`config.mk`:
```
export PLATFORM = sky130hd
export DESIGN_NAME = clock_set_ctrl_flat
export DESIGN_NICKNAME = d
export VERILOG_FILES = /design/src/rtl/clock_pkg.sv /design/src/rtl/clock_set_ctrl_if.sv /design/src/rtl/btn_repeat.sv /design/src/rtl/clock_set_ctrl.sv /design/src/flat_wrapper.sv
export SDC_FILE = /design/constraint.sdc
export NUM_CORES = 1
export LEC_CHECK = 0
export CAP_MARGIN = 10
export CORE_UTILIZATION = 59
export DETAILED_ROUTE_END_ITERATION = 10
export PLACE_DENSITY = 0.85
export SYNTH_ARGS = -nofsm -noshare
export SYNTH_HDL_FRONTEND = slang
export SYNTH_HIERARCHICAL = 1
export SYNTH_SLANG_ARGS = --single-unit
```
`constraint.sdc`:
```
create_clock -name clk -period 2.6 [get_ports clk]
set_clock_uncertainty 0.2 [all_clocks]
set_input_delay 0.65 -clock clk [delete_from_list [all_inputs] [get_ports clk]]
set_output_delay 0.65 -clock clk [all_outputs]
set_load 0.05 [all_outputs]
```
`src/rtl/clock_pkg.sv`:
```
// Shared mode encodings for the century-clock set controller.
package clock_pkg;

  localparam int MODE_W = 2;

  typedef enum logic [MODE_W-1:0] {
    MODE_RUN    = 2'b00,
    MODE_SET_HH = 2'b01,
    MODE_SET_MM = 2'b10
  } mode_e;

endpackage

```
`src/rtl/clock_set_ctrl_if.sv`:
```
// Button, tick and carry inputs plus stage-enable and display outputs of the set controller.
interface clock_set_ctrl_if;
  import clock_pkg::*;

  logic              tick_1hz;
  logic              btn_mode;
  logic              btn_inc;
  logic              ss_to_mm_en;
  logic              mm_to_hh_en;
  logic              hh_to_dd_en;
  logic              sec_en;
  logic              min_en;
  logic              hour_en;
  logic              day_en;
  logic              sec_clr;
  logic [MODE_W-1:0] mode;
  logic              blink;

  modport master (
    output tick_1hz, btn_mode, btn_inc, ss_to_mm_en, mm_to_hh_en, hh_to_dd_en,
    input  sec_en, min_en, hour_en, day_en, sec_clr, mode, blink
  );

  modport slave (
    input  tick_1hz, btn_mode, btn_inc, ss_to_mm_en, mm_to_hh_en, hh_to_dd_en,
    output sec_en, min_en, hour_en, day_en, sec_clr, mode, blink
  );

endinterface

```
`src/rtl/btn_repeat.sv`:
```
// Rising-edge press detector with hold-to-repeat; emits one-cycle registered pulses.
module btn_repeat #(
  parameter int HOLD_CYC = 25_000_000,
  parameter int RPT_CYC  = 5_000_000
) (
  input  logic clk,
  input  logic rst,
  input  logic btn,
  input  logic clr,
  output logic pulse
);

  localparam int              CNT_W      = $clog2(HOLD_CYC + 1);
  localparam logic [CNT_W-1:0] CNT_LAST   = CNT_W'(HOLD_CYC - 1);
  localparam logic [CNT_W-1:0] CNT_RELOAD = CNT_W'(HOLD_CYC - RPT_CYC);

  logic             btn_q, btn_d;
  logic             armed_q, armed_d;
  logic             pulse_q, pulse_d;
  logic [CNT_W-1:0] cnt_q, cnt_d;
  logic             rise_s;

  assign rise_s = btn & ~btn_q;

  // Only a fresh press arms the repeat, so a button held across clr stays silent.
  always_comb begin
    btn_d   = btn;
    armed_d = armed_q;
    cnt_d   = cnt_q;
    pulse_d = 1'b0;
    if (clr || !btn) begin
      armed_d = 1'b0;
      cnt_d   = {CNT_W{1'b0}};
    end else if (rise_s) begin
      armed_d = 1'b1;
      cnt_d   = {CNT_W{1'b0}};
      pulse_d = 1'b1;
    end else if (armed_q) begin
      if (cnt_q == CNT_LAST) begin
        pulse_d = 1'b1;
        cnt_d   = CNT_RELOAD;
      end else begin
        cnt_d = cnt_q + CNT_W'(1);
      end
    end else begin
      cnt_d = cnt_q;
    end
  end

  always_ff @(posedge clk or negedge rst) begin
    if (!rst) begin
      btn_q   <= 1'b0;
      armed_q <= 1'b0;
      pulse_q <= 1'b0;
      cnt_q   <= {CNT_W{1'b0}};
    end else begin
      btn_q   <= btn_d;
      armed_q <= armed_d;
      pulse_q <= pulse_d;
      cnt_q   <= cnt_d;
    end
  end

  assign pulse = pulse_q;

endmodule

```
`src/rtl/clock_set_ctrl.sv`:
```
// Mode/set controller for the sec -> min -> hour -> day chain: RUN passthrough,
// SET_HH / SET_MM single-field stepping with auto-repeat and idle timeout.
module clock_set_ctrl
  import clock_pkg::*;
#(
  parameter int HOLD_CYC  = 25_000_000,
  parameter int RPT_CYC   = 5_000_000,
  parameter int TIMEOUT_S = 10
) (
  input  logic             clk,
  input  logic             rst,
  clock_set_ctrl_if.slave  bus
);

  localparam int              TO_W    = $clog2(TIMEOUT_S + 1);
  localparam logic [TO_W-1:0] TO_LAST = TO_W'(TIMEOUT_S - 1);

  mode_e           state_q, state_d;
  logic [TO_W-1:0] to_cnt_q, to_cnt_d;
  logic            sec_clr_q, sec_clr_d;
  logic            blink_q, blink_d;
  logic            mode_btn_q, mode_btn_d;
  logic            mode_rise_s;
  logic            inc_clr_s;
  logic            inc_pulse_s;
  logic            sec_en_s, min_en_s, hour_en_s, day_en_s;

  assign mode_rise_s = bus.btn_mode & ~mode_btn_q;
  // Outside SET states, and on any mode press, the inc press is discarded and disarmed.
  assign inc_clr_s   = mode_rise_s | ((state_q != MODE_SET_HH) && (state_q != MODE_SET_MM));

  btn_repeat #(
    .HOLD_CYC (HOLD_CYC),
    .RPT_CYC  (RPT_CYC)
  ) u_inc_repeat (
    .clk   (clk),
    .rst   (rst),
    .btn   (bus.btn_inc),
    .clr   (inc_clr_s),
    .pulse (inc_pulse_s)
  );

  always_comb begin
    state_d    = state_q;
    to_cnt_d   = to_cnt_q;
    sec_clr_d  = 1'b0;
    blink_d    = blink_q;
    mode_btn_d = bus.btn_mode;
    case (state_q)
      MODE_RUN: begin
        to_cnt_d = {TO_W{1'b0}};
        if (mode_rise_s) state_d = MODE_SET_HH;
        else             state_d = MODE_RUN;
      end
      MODE_SET_HH, MODE_SET_MM: begin
        if (mode_rise_s) begin
          to_cnt_d  = {TO_W{1'b0}};
          state_d   = (state_q == MODE_SET_HH) ? MODE_SET_MM : MODE_RUN;
          sec_clr_d = (state_q == MODE_SET_MM);
        end else if (bus.btn_inc) begin
          // Held inc counts as continuous activity for the idle timeout.
          to_cnt_d = {TO_W{1'b0}};
        end else if (bus.tick_1hz) begin
          if (to_cnt_q == TO_LAST) begin
            state_d   = MODE_RUN;
            to_cnt_d  = {TO_W{1'b0}};
            sec_clr_d = (state_q == MODE_SET_MM);
          end else begin
            to_cnt_d = to_cnt_q + TO_W'(1);
          end
        end else begin
          to_cnt_d = to_cnt_q;
        end
      end
      default: begin
        state_d  = MODE_RUN;
        to_cnt_d = {TO_W{1'b0}};
      end
    endcase
    if (state_d == MODE_RUN)       blink_d = 1'b1;
    else if (state_d != state_q)   blink_d = 1'b1;
    else if (bus.tick_1hz)         blink_d = ~blink_q;
    else                           blink_d = blink_q;
  end

  always_ff @(posedge clk or negedge rst) begin
    if (!rst) begin
      state_q    <= MODE_RUN;
      to_cnt_q   <= {TO_W{1'b0}};
      sec_clr_q  <= 1'b0;
      blink_q    <= 1'b1;
      mode_btn_q <= 1'b0;
    end else begin
      state_q    <= state_d;
      to_cnt_q   <= to_cnt_d;
      sec_clr_q  <= sec_clr_d;
      blink_q    <= blink_d;
      mode_btn_q <= mode_btn_d;
    end
  end

  // Stage enables are combinational so RUN carries ripple through with no added latency.
  always_comb begin
    sec_en_s  = 1'b0;
    min_en_s  = 1'b0;
    hour_en_s = 1'b0;
    day_en_s  = 1'b0;
    if (!rst) begin
      sec_en_s  = 1'b0;
    end else begin
      case (state_q)
        MODE_RUN: begin
          sec_en_s  = bus.tick_1hz;
          min_en_s  = bus.ss_to_mm_en;
          hour_en_s = bus.mm_to_hh_en;
          day_en_s  = bus.hh_to_dd_en;
        end
        MODE_SET_HH: hour_en_s = inc_pulse_s;
        MODE_SET_MM: min_en_s  = inc_pulse_s;
        default: begin
          sec_en_s  = bus.tick_1hz;
          min_en_s  = bus.ss_to_mm_en;
          hour_en_s = bus.mm_to_hh_en;
          day_en_s  = bus.hh_to_dd_en;
        end
      endcase
    end
  end

  assign bus.sec_en  = sec_en_s;
  assign bus.min_en  = min_en_s;
  assign bus.hour_en = hour_en_s;
  assign bus.day_en  = day_en_s;
  assign bus.sec_clr = sec_clr_q;
  assign bus.mode    = state_q;
  assign bus.blink   = blink_q;

endmodule

```
`src/flat_wrapper.sv`:
```
// flat-port wrapper written by rule: the top's interface ports become plain ports
module clock_set_ctrl_flat import clock_pkg::*;
#(
  parameter int HOLD_CYC  = 25_000_000,
  parameter int RPT_CYC   = 5_000_000,
  parameter int TIMEOUT_S = 10
)
  (clk, rst, bus_tick_1hz, bus_btn_mode, bus_btn_inc, bus_ss_to_mm_en, bus_mm_to_hh_en, bus_hh_to_dd_en, bus_sec_en, bus_min_en, bus_hour_en, bus_day_en, bus_sec_clr, bus_mode, bus_blink);
  clock_set_ctrl_if bus_i ();
  input  logic clk;
  input  logic rst;
  input wire logic [$bits(bus_i.tick_1hz)-1:0] bus_tick_1hz;
  input wire logic [$bits(bus_i.btn_mode)-1:0] bus_btn_mode;
  input wire logic [$bits(bus_i.btn_inc)-1:0] bus_btn_inc;
  input wire logic [$bits(bus_i.ss_to_mm_en)-1:0] bus_ss_to_mm_en;
  input wire logic [$bits(bus_i.mm_to_hh_en)-1:0] bus_mm_to_hh_en;
  input wire logic [$bits(bus_i.hh_to_dd_en)-1:0] bus_hh_to_dd_en;
  output wire logic [$bits(bus_i.sec_en)-1:0] bus_sec_en;
  output wire logic [$bits(bus_i.min_en)-1:0] bus_min_en;
  output wire logic [$bits(bus_i.hour_en)-1:0] bus_hour_en;
  output wire logic [$bits(bus_i.day_en)-1:0] bus_day_en;
  output wire logic [$bits(bus_i.sec_clr)-1:0] bus_sec_clr;
  output wire logic [$bits(bus_i.mode)-1:0] bus_mode;
  output wire logic [$bits(bus_i.blink)-1:0] bus_blink;
  assign bus_i.tick_1hz = bus_tick_1hz;
  assign bus_i.btn_mode = bus_btn_mode;
  assign bus_i.btn_inc = bus_btn_inc;
  assign bus_i.ss_to_mm_en = bus_ss_to_mm_en;
  assign bus_i.mm_to_hh_en = bus_mm_to_hh_en;
  assign bus_i.hh_to_dd_en = bus_hh_to_dd_en;
  assign bus_sec_en = bus_i.sec_en;
  assign bus_min_en = bus_i.min_en;
  assign bus_hour_en = bus_i.hour_en;
  assign bus_day_en = bus_i.day_en;
  assign bus_sec_clr = bus_i.sec_clr;
  assign bus_mode = bus_i.mode;
  assign bus_blink = bus_i.blink;
  clock_set_ctrl #(.HOLD_CYC(HOLD_CYC), .RPT_CYC(RPT_CYC), .TIMEOUT_S(TIMEOUT_S)) u_core (.clk(clk), .rst(rst), .bus(bus_i));
endmodule
```
Word-level counts from Yosys, hierarchy flattened
Cells that the tools add are included.
{"block": "word_totals", "regBits": 37, "latchBits": 0, "ram_bits": 0, "mem_bits_ro": 0, "input_bits": 8, "out_inout_bits": 8, "mem_count": 0}
{"block": "classes", "n_addsub": 2, "n_mul": 0, "n_div": 0, "n_lt_le_gt_ge": 0, "n_eq_ne": 8, "shifts": 0, "mux": 38, "n_bitwise": 6, "reduce_logical": 9}
{"op": "$mux 25", "n": 4}
{"op": "$add 25x1->25 const B", "n": 1}
{"op": "$eq 25x25->1 const B", "n": 1}
{"op": "$mux 1", "n": 21}
{"op": "$mux 4", "n": 5}
{"op": "$mux 2", "n": 5}
{"op": "$reduce_bool 3->1", "n": 2}
{"op": "$add 4x1->4 const B", "n": 1}
{"op": "$eq 4x4->1 const B", "n": 1}
{"op": "$logic_not 2->1", "n": 2}
{"op": "$ne 4x1->1 const B", "n": 1}
{"op": "$pmux 1 s2", "n": 2}
{"op": "$pmux 2 s2", "n": 1}
{"op": "$not 1->1", "n": 3}
{"op": "$and 1x1->1", "n": 2}
{"op": "$eq 2x1->1 const B", "n": 1}
{"op": "$eq 2x2->1 const B", "n": 1}
{"op": "$ne 2x1->1 const B", "n": 1}
{"op": "$ne 2x2->1", "n": 1}
{"op": "$ne 2x2->1 const B", "n": 1}
{"op": "$reduce_bool 2->1", "n": 1}
{"op": "$reduce_or 2->1", "n": 1}
{"op": "$logic_and 1x1->1", "n": 1}
{"op": "$logic_not 1->1", "n": 1}
{"op": "other kinds (2)", "n": 2}

Depth between registers and ports, before layout
{"block": "depth", "word_depth": 9, "depth_mapped": 10, "mapped_depth_nobuf": 8}

Cells and area by module
Netlist, hierarchy kept.
{"module": "btn_repeat", "instances": 1, "cells_each": 176, "area_each_um2": 1642.8}
{"module": "clock_set_ctrl", "instances": 1, "cells_each": 64, "area_each_um2": 664.4}

Worst setup path before layout
No wires, ideal clock.
{"block": "synth_timing", "path_kind": "flip-flop to output port", "startpoint": "reg u_core.state_q[0] (netlist: u_core/bus.mode[0])", "endpoint": "out bus_hour_en", "t_arrival_ns": 2.609, "required_ns": 1.750, "path_slack_ns": -0.859, "path_stages_with_launch": 6, "n_path_buf": 1, "path_cell_list": "dfrtp_1 inv_1 ha_1 buf_2 nand2b_1 a21boi_0"}
{"block": "synth_between", "elab_chain_len": 3, "word_cells_on_any_way": 4, "classes_between": "eq/ne: 2; mux: 2"}
{"item": "from (decl)", "line_no": "clock_set_ctrl.sv:18", "text": "mode_e state_q, state_d;"}
{"item": "from (signal assigned)", "line_no": "clock_set_ctrl.sv:94", "text": "state_q <= state_d;"}
{"item": "$eq 2x2->1 / $eq 2x1->1 (equally long branches)", "line_no": "clock_set_ctrl.sv:111", "text": "case (state_q)"}
{"item": "$pmux 1 s2 *", "line_no": "clock_set_ctrl.sv:111"}
{"item": "$mux 1 *", "line_no": "clock_set_ctrl.sv:108", "text": "if (!rst) begin"}
{"item": "to (decl)", "line_no": "flat_wrapper.sv:20", "text": "output wire logic [$bits(bus_i.hour_en)-1:0] bus_hour_en;"}
Every way passes the cells marked *; elsewhere a longest branch is shown, timed or not.

Worst setup path after layout
{"block": "layout_timing", "startpoint": "reg u_core.state_q[1] (netlist: u_core/bus.mode[1])", "endpoint": "out bus_hour_en"}
Same word-level chain as after synthesis.

==> impl_results.md <==
* Outcome: completed
* Mean Syn Cell Area at a little under 10 sq um
* Final period util at 0.963
* Root Buffer: clkbuf_8
* ANT nets after route at 0
* Post-synth EDFFs at 0
* Hold crit path type: in2async
* Diode count at 0
* Worst relative slew slack at 0.621
* Fin. max-slew vios at 0
* Setup-failing EPs final at 0
* Synth-to-Final Area Change at 15.8%
* Clock sink total at 37
* Setup bufs post-CTS at 0
* Int Pwr at 858 uW
* TritonRoute pass-1 iters at 4
* Pre-CTS WS at approximately 86 ps
* FMAX at 0.399 GHz
* Leakage at ~0.0011 uW
* Reg2Reg Launch Point: u_core/u_inc_repeat/cnt_q[3]
* First-pass GRT wire length at approximately 8.6 mm
* Clock share of power at 0.352
* TNS Setup at 0 ps
* Metal-1 WL at between 2 and 2.5 mm
* CTS Buf Count at 5
* Vias in the first global route at roughly 1.8k
* Syn Inst Count at 240
* Maxcap violations at 0
* Min Tclk post-route at between 2000 and 3000 ps
* Synth warn at 6
* Antenna violations before repair at 0
* Via count at approximately 2.0k
* Synth cell types at 63
* WP data required at ~1800 ps
* Nets at ~270
* Element type at the critical path start: flip-flop
* 1st-iter DRT viols at 215
* IO buf count at 15
* TritonCTS clock tree: built
* Final worst setup slack at approximately 96 ps
* Crit path launch: u_core/bus.mode[1]
* CORE AREA at approximately 3700 sq um
* DP HPWL at roughly 3.5 mm
* Share of layout cells above drive strength 1 at 0.185
* Core Util, Final at 0.719
* Final Hold Fails at 0
* GP Congestion at 0.883
* Sw Share at 0.242
* Clock Path Buffers at 2
* Gate power share at 0.126
* RSZ-0062 raised after global routing: no
* Gr usage total at 0.272
* Highest routed layer: met4
* Largest net degree at the start of global routing at 23
* Via density per instance at 6.37
* Slew of the pin with the lowest slew margin at ~570 ps
* Detailed Route WL at 4.90 mm
* Starting Density at 0.621
* Critical Path AT at approximately 1700 ps
* Synthesized area at ~2300 sq um
* Register area share after synthesis at 0.402
* Die H at ~65 um
* Area of the multi-input gates at 1330 sq um
* Post-synthesis register bit count at 37
* Wire per inst at approximately 16 um
* Post-synth ARST share at 1.00
* Sw power at approximately 270 uW
* Routed wl met2 at 2.25 mm
* Core Rows at 22
* Post-Syn Nets at between 200 and 300
* CP Capture Type: primary output
* Synth Flop Type: dfrtp_1
* Die area at about 4200 sq um
* VDD IR max at 0.316 mV
* GRT overflow at 0
* H-Tree Depth at 2
* FILL cells at 260
* Setup CP Type: reg2out
* Sequential Area at slightly above 900 sq um
* Die outline width at 64.5 um
* Ports at 16
* Power per cell area at about 420 nW/um^2
* Clk Latency, worst-skew pair at approximately 290 ps
* Flop pwr share at 0.522
* Metal3 WL at approximately 340 um
* # DRC at 0
* Clock slew at reported path FFs at about 70 ps
* Crit-path max FO at 10
-- stage by stage --
step | std cells | cell area [sq um] | power (uW) | hold WS, ps
after floorplan | 240 | 2330 | 677 | 154
after global placement | 298 | 2560 | 736 | 283
after detailed placement | 298 | 2560 | 738 | 296
after CTS | 307 | 2670 | 1150 | 189
after global routing | 307 | 2670 | 1190 | 204
final | 307 | 2670 | 1130 | 198
-- final cells by class --
class,instances,area share
Inverter,6,0.00843
Timing Repair Buffer,22,0.0899
Sequential cell,37,0.348
Tap cell,48,0.0225
Clock buffer,8,0.0337
Multi-Input combinational cell,186,0.498
-- path summary, 6_finish.rpt --
| path | end | slack (ps) | cells after the start |
|---|---|---|---|
| min in group clk | u_core/u_inc_repeat/pulse | 290 | 1 |
| max in group asynchronous | u_core/bus.mode[0] | 1430 | 2 |
| min reg2reg | u_core/u_inc_repeat/pulse | 290 | 1 |
| max | bus_hour_en | 100 | 5 |
| min | u_core/u_inc_repeat/cnt_q[8] | 200 | 2 |
| max reg2reg | u_core/u_inc_repeat/cnt_q[19] | 370 | 5 |
-- logic make-up (layout without fill, tap and decap cells) --
family / count (synthesis) / after routing / share of synthesized area
DFF: 37 / 37 / 0.402
muxes: 3 / 3 / 0.0136
xor gates and xnor gates: 8 / 8 / 0.0336
and+or+nand+nor: 115 / 115 / 0.302
adders and majority gates: 7 / 7 / 0.0380
AOI/OAI and AO/OA: 53 / 53 / 0.175
buffers and inverters: 17 / 36 / 0.0369
-- registers in the layout, indices dropped and copies added (netlist names) --
register / cells
u_core/to_cnt_q: 4
u_core/bus.sec_clr: 1
u_core/bus.blink: 1
u_core/mode_btn_q: 1
u_core/u_inc_repeat/pulse: 1
u_core/bus.mode: 2
u_core/u_inc_repeat/btn_q: 1
u_core/u_inc_repeat/armed_q: 1
u_core/u_inc_repeat/cnt_q: 25
-- layout by cell type, fill, tap and decap left out, types with 3 or more instances in the layout --
cell / instances
dfrtp_1: 34
nand2_1: 22
nor2_1: 19
o21ai_0: 12
clkdlybuf4s50_1: 10
and3_1: 10
nand3_1: 8
nand4_1: 8
nor3_1: 7
a21oi_1: 7
clkbuf_8: 6
ha_1: 6
buf_4: 6
xor2_1: 6
inv_1: 5
and2_1: 5
buf_12: 4
nand2b_1: 4
a21boi_0: 4
nor4b_1: 4
a211oi_1: 4
a311oi_1: 4
nor4_1: 3
a31oi_1: 3
a32o_1: 3
-- Yosys cell counts (2+ instances only) --
library cell	number	area, sq um
a311oi_1	4	35.0
nor4b_1	4	35.0
nand4_1	8	50.1
o21a_1	2	15.0
dfrtp_1	36	901
mux2i_1	2	20.0
and3b_1	2	17.5
nand2_1	22	82.6
a32o_1	3	30.0
and2_1	5	31.3
nor4_1	3	18.8
clkbuf_1	5	18.8
a31oi_1	3	18.8
xor2_1	6	52.6
nor2_1	19	71.3
and3_1	10	62.6
buf_6	2	22.5
inv_1	6	22.5
a21boi_0	6	45.0
and3_2	2	15.0
and4_1	2	17.5
o21ai_0	12	60.1
a211oi_1	4	30.0
and4_2	2	20.0
nor3_1	7	35.0
a31o_2	2	17.5
nand2b_1	4	25.0
ha_1	7	87.6
a21oi_1	7	35.0
nand3_1	8	40.0
a21oi_2	2	17.5
buf_2	2	10.0
-- per-layer routing --
layer | track usage | vias up
li1 | - | 937
met1 | 0.385 | 943
met2 | 0.405 | 69
met3 | 0.0546 | 7
met4 | 0.114 | 0
met5 | 0 | -
-- power groups by stage --
| stage | sequential [uW] | clock (uW) | combinational [uW] |
|---|---|---|---|
| finish | 591 | 399 | 143 |
| global route | 591 | 448 | 152 |
| CTS | 590 | 414 | 143 |
| detailed placement | 601 | 0 | 137 |
| global placement | 601 | 0 | 135 |
| floorplan | 605 | 0 | 71.3 |
-- critical path, stage by stage, from the launching register on --
cell and delay (ps):
dfrtp_2 440, inv_1 110, ha_4 330, nand3_1 130, a21boi_4 200, buf_12 150
-- what timing repair did --
| item | 4_1_cts | 5_1_grt |
|---|---|---|
| resized for setup | 3 | 0 |
| hold buffers | 1 | 0 |
| setup endpoints to repair | 2 | 0 |
| endpoints found under the hold margin | 3 | 0 |
Power figures use the tool's default switching activity.
